File: src/rtl/ibus_responder_pkg.sv
// Shared instruction-bus types plus the responder's FSM encoding and latency limit.
package ibus_responder_pkg;

  localparam int IBUS_MAX_LATENCY = 15;

  typedef struct packed {
    logic        valid;
    logic [31:0] addr;
  } ibus_req_t;

  typedef struct packed {
    logic        addr_ok;
    logic        data_ok;
    logic [31:0] data;
  } ibus_resp_t;

  typedef enum logic {
    IDLE,
    WAIT
  } ibus_resp_state_t;

endpackage

File: src/rtl/ibus_responder.sv
// Memory-side ibus endpoint: one outstanding fetch, fixed LATENCY from addr_ok to data_ok,
// backed by an external 1-cycle synchronous SRAM.
module ibus_responder
  import ibus_responder_pkg::*;
#(
  parameter int AW      = 12,
  parameter int LATENCY = 2
) (
  input  logic            clk,
  input  logic            reset,
  input  ibus_req_t       ireq,
  output ibus_resp_t      iresp,
  output logic            mem_en,
  output logic [AW-1:0]   mem_addr,
  input  logic [31:0]     mem_rdata,
  output logic [31:0]     served_cnt
);

  if (LATENCY < 2 || LATENCY > IBUS_MAX_LATENCY) begin : g_bad_latency
    $error("ibus_responder: LATENCY must be in 2..15");
  end

  ibus_resp_state_t state;
  logic [3:0]       cnt;
  logic             first_q;
  logic [31:0]      addr_q;
  logic [31:0]      data_q;
  logic             accept;
  logic             done;

  assign accept = (state == IDLE) && ireq.valid && !reset;
  // cnt holds through the capture cycle, so it reaches 1 exactly LATENCY cycles after accept.
  assign done   = (state == WAIT) && !first_q && (cnt == 4'd1) && !reset;

  always_comb begin
    iresp         = '0;
    iresp.addr_ok = accept;
    iresp.data_ok = done;
    iresp.data    = data_q;
  end

  assign mem_en   = accept;
  assign mem_addr = accept ? ireq.addr[AW+1:2] : '0;

  always_ff @(posedge clk) begin
    if (reset) begin
      state      <= IDLE;
      cnt        <= '0;
      first_q    <= 1'b0;
      addr_q     <= '0;
      data_q     <= '0;
      served_cnt <= '0;
    end else begin
      case (state)
        IDLE: begin
          if (ireq.valid) begin
            addr_q  <= ireq.addr;
            cnt     <= 4'(LATENCY - 1);
            first_q <= 1'b1;
            state   <= WAIT;
          end
        end
        WAIT: begin
          if (first_q) begin
            data_q  <= mem_rdata;
            first_q <= 1'b0;
          end else begin
            cnt <= cnt - 4'd1;
          end
          if (!first_q && cnt == 4'd1) begin
            served_cnt <= served_cnt + 32'd1;
            state      <= IDLE;
          end
        end
        default: state <= IDLE;
      endcase
    end
  end

endmodule

File: config.mk
export PLATFORM = sky130hd
export DESIGN_NAME = ibus_responder
export DESIGN_NICKNAME = d
export VERILOG_FILES = /design/src/rtl/ibus_responder_pkg.sv /design/src/rtl/ibus_responder.sv
export SDC_FILE = /design/constraint.sdc
export NUM_CORES = 1
export LEC_CHECK = 0
export CAP_MARGIN = 10
export CORE_UTILIZATION = 42
export DETAILED_ROUTE_END_ITERATION = 8
export HOLD_SLACK_MARGIN = 0.06
export PLACE_DENSITY = 0.88
export SYNTH_ARGS = -nofsm -noshare
export SYNTH_HDL_FRONTEND = slang
export SYNTH_SLANG_ARGS = --single-unit
File: constraint.sdc
create_clock -name clk -period 2.7 [get_ports clk]
set_clock_uncertainty 0.1 [all_clocks]
set_input_delay 0.54 -clock clk [delete_from_list [all_inputs] [get_ports clk]]
set_output_delay 0.54 -clock clk [all_outputs]
set_load 0.02 [all_outputs]
==> out/results.txt <==
Combinational share of power -> 0.115
DP Cell Count -> 594
CTS clk-pin slew, worst paths -> 0.07 ns
Hold Startpoint -> data_q[14]$_SDFFE_PP0P_
Synth Instances -> 386
Max Fclk -> 395 MHz
WP buf/inv -> 2
Crit-path slowest cell -> dlygate4sd2_1
Arr. time, crit path -> 1.89 ns
Vias in the first global route -> 2911
Top-Level Pins -> 146
Inserted Clock Buffers -> 9
# diodes -> 0
Max-Slew Margin vs Limit -> 0.475
Clk pwr share -> 0.405
CTS max path bufs -> 2
GP Congestion -> 0.808
Routed Antenna Nets -> 0
Row cnt -> 31
Syn-to-layout area delta -> 47.8%
Sequential power share -> 0.480
Setup TNS -> 0 ns
Worst path required time -> 2.06 ns
Grt met3 use -> 0.0499
Unrepaired setup endpoints after global routing -> false
Met2 Use GR -> 0.354
Outcome -> finished clean
DIE AREA -> 0.00792 mm^2
Total GRT Usage -> 0.214
Vias per std cell -> 5.31
Leakage power total -> 0.00172 uW
Tmin final -> 2.53 ns
Total power -> 2250 uW
Syn Nets -> 456
Area leader, netlist -> dfxtp_1
Critical path cell sequence -> inv_1, ha_1, and4bb_4, nor2b_1, nor2b_1, dlygate4sd2_1
Post-CTS Hold Buffers -> 0
First-pass GRT wire length -> 13100 um
Internal power -> 1710 uW
Fin. max-slew vios -> 0
#FFs+latches synth -> 70
Switch Pwr -> 536 uW
Warnings, synthesis -> 0
Starting Density -> 0.436
Power per cell area -> 478 mW/mm^2
GRT Residual Overflow -> 0
Delay-heaviest family, CP -> simple AND/OR/NAND/NOR gates
Start of the worst register-to-register path -> cnt[1]$_SDFFE_PP0P_
Clock Latency Late Sink -> 0.34 ns
DPL Wire Length -> 6050 um
Crit share post-route -> 0.938
Syn avg cell area -> 8.24 um^2
Setup violators final -> 0
HP Class -> flop to flop
Die W -> 89.0 um
Slowest stage delay, CP -> 0.34 ns
Maximum vdd drop -> 0.288 mV
Core box area -> 0.00729 mm^2
Yosys top cell area share -> 0.441
Buffers on Ports -> 125
Post-CTS setup buffer count -> 0
Height of the die -> 89.0 um
Max Fanout on Critical Path -> 4
CP dominant cell by count -> nor2b_1
Post-Syn Area -> 0.00318 mm^2
Vias -> 3231
Pre-antenna DRT Iters -> 4
Grt peak-use layer -> met2
DR DRC count -> 0
Final #Nets -> 576
Clock Sinks -> 70
Drt initial violations -> 109
Post-CTS Resized -> 13
Seq/Total Area, Yosys -> 0.441
Layout cell share with drive strength beyond 1 -> 0.0725
H-tree levels -> 3
Switching share of power -> 0.239
Pin count of the biggest net entering global routing -> 75
Setup crit end kind -> output port
Max Cap Viol -> 0
Largest cells by area after synthesis -> dfxtp_1 44%, nand2_1 9.4%, a21oi_1 8.7%
Final Hold Vio Count -> 0
WL/cell -> 14.0 um
Initial antenna violation count -> 0
Worst-Margin Slew -> 0.788 ns
CTS root buffer -> clkbuf_8
Total wire length -> 8520 um
Grt met1 use -> 0.259
Startpoint Class -> flop
CP Class -> flop to output port
CP Launch Point -> cnt[1]$_SDFFE_PP0P_
Yosys cell types -> 46
Post-Layout Cell Count -> 609
CTS tree -> built
## path summary, 6_finish.rpt
check                                      to  slack (ns)  cells past startpoint
hold reg to reg       data_q[14]$_SDFFE_PP0P_        0.35                      2
setup reg to reg  served_cnt[27]$_SDFFE_PP0P_        0.57                      7
setup / recovery                    iresp[32]        0.17                      6
hold / removal        data_q[14]$_SDFFE_PP0P_        0.35                      2
## flip-flops by register name, summed over array words and instances, names as in the netlist
signal / count
data_q: 32
served_cnt: 32
first_q: 1
cnt: 4
state: 1
## worst min-delay path, cell delays in order (launching register included)
cell and delay, ns:
dfxtp_1 0.31, nand2_1 0.05, a21oi_1 0.05
## per-layer routing
layer | part of all wire | wire length [um]
met3 | 0.055 | 469
met1 | 0.42 | 3560
met2 | 0.51 | 4330
met5 | 0 | 0
met4 | 0.019 | 164
## kinds of logic after synthesis
kind of cell               Yosys count  synth area share
buffers and inverters               29            0.0405
DFF                                 70             0.441
and+or+nand+nor                    193             0.335
AOI/OAI and AO/OA                   79             0.136
xor gates and xnor gates             7            0.0193
muxes                                5            0.0173
adders and majority gates            3            0.0118
## power groups by stage
| stage | sequential, uW | combinational, uW | clock, uW |
|---|---|---|---|
| 6_report | 1080 | 258 | 911 |
| 4_1_cts | 1080 | 260 | 928 |
| 3_5_place_dp | 1100 | 263 | 0 |
| 5_1_grt | 1080 | 279 | 978 |
| 2_1_floorplan | 1110 | 115 | 0 |
| 3_3_place_gp | 1100 | 256 | 0 |
## synth_stat cells (all sizes together)
| cell | number |
|---|---|
| or3 | 9 |
| nand4b | 3 |
| buf | 8 |
| xnor2 | 4 |
| nand2 | 80 |
| o31ai | 11 |
| or4 | 13 |
| and2b | 1 |
| nand2b | 2 |
| ha | 3 |
| and3 | 6 |
| a31oi | 1 |
| mux2i | 1 |
| and2 | 14 |
| xor2 | 3 |
| nand3 | 10 |
| and4bb | 3 |
| nor2 | 16 |
| clkbuf | 16 |
| inv | 5 |
| nor3b | 3 |
| nor2b | 6 |
| nor3 | 5 |
| nand4 | 11 |
| mux2 | 4 |
| dfxtp | 70 |
| a21oi | 55 |
| o21ai | 10 |
| or2 | 1 |
| nand4bb | 1 |
| and4b | 1 |
| nand3b | 1 |
| a311oi | 2 |
| and4 | 4 |
| nor4 | 3 |
## layout by cell type (no fill, tap or decap), types with 2 or more instances in the layout
cell,Yosys,final
nor2b_1,6,6
bufinv_16,0,2
nand3_1,9,9
nand2_1,80,80
a21oi_1,55,55
and2_1,14,14
nor2_1,16,16
inv_1,5,5
nor4_1,3,3
o31ai_1,11,11
or3_1,9,9
and4_1,4,4
o21ai_0,10,10
clkinv_2,0,2
ha_1,3,3
nor3_1,5,5
nor3b_1,3,3
nand4_1,10,10
buf_4,2,8
mux2_2,4,4
xnor2_1,4,4
a311oi_1,2,2
clkdlybuf4s50_1,0,109
dlymetal6s2s_1,0,2
and3_1,6,6
dfxtp_1,70,70
dlygate4sd2_1,0,13
xor2_1,3,3
or4_1,12,12
clkbuf_8,0,9
## through the flow
stage	util	cell area, um^2	hold WS [ns]	worst slack, ns
floorplan	-	3180	0.362	0.579
global placement	0.617	4500	0.341	-0.0357
detailed placement	0.617	4500	0.346	-0.0850
CTS	0.644	4690	0.356	0.0495
global route	0.644	4700	0.372	0.0347
finish	0.644	4700	0.355	0.167
## area by class of cell
class | instances | area (um^2)
repair buffers | 133 | 1290
inverters | 5 | 18.8
fillers | 637 | 2590
flip-flops and latches | 70 | 1400
clock inverters | 6 | 86.3
well taps | 99 | 124
multi-input cells | 287 | 1650
clock buffers | 9 | 124
Power figures use the tool's default switching activity.
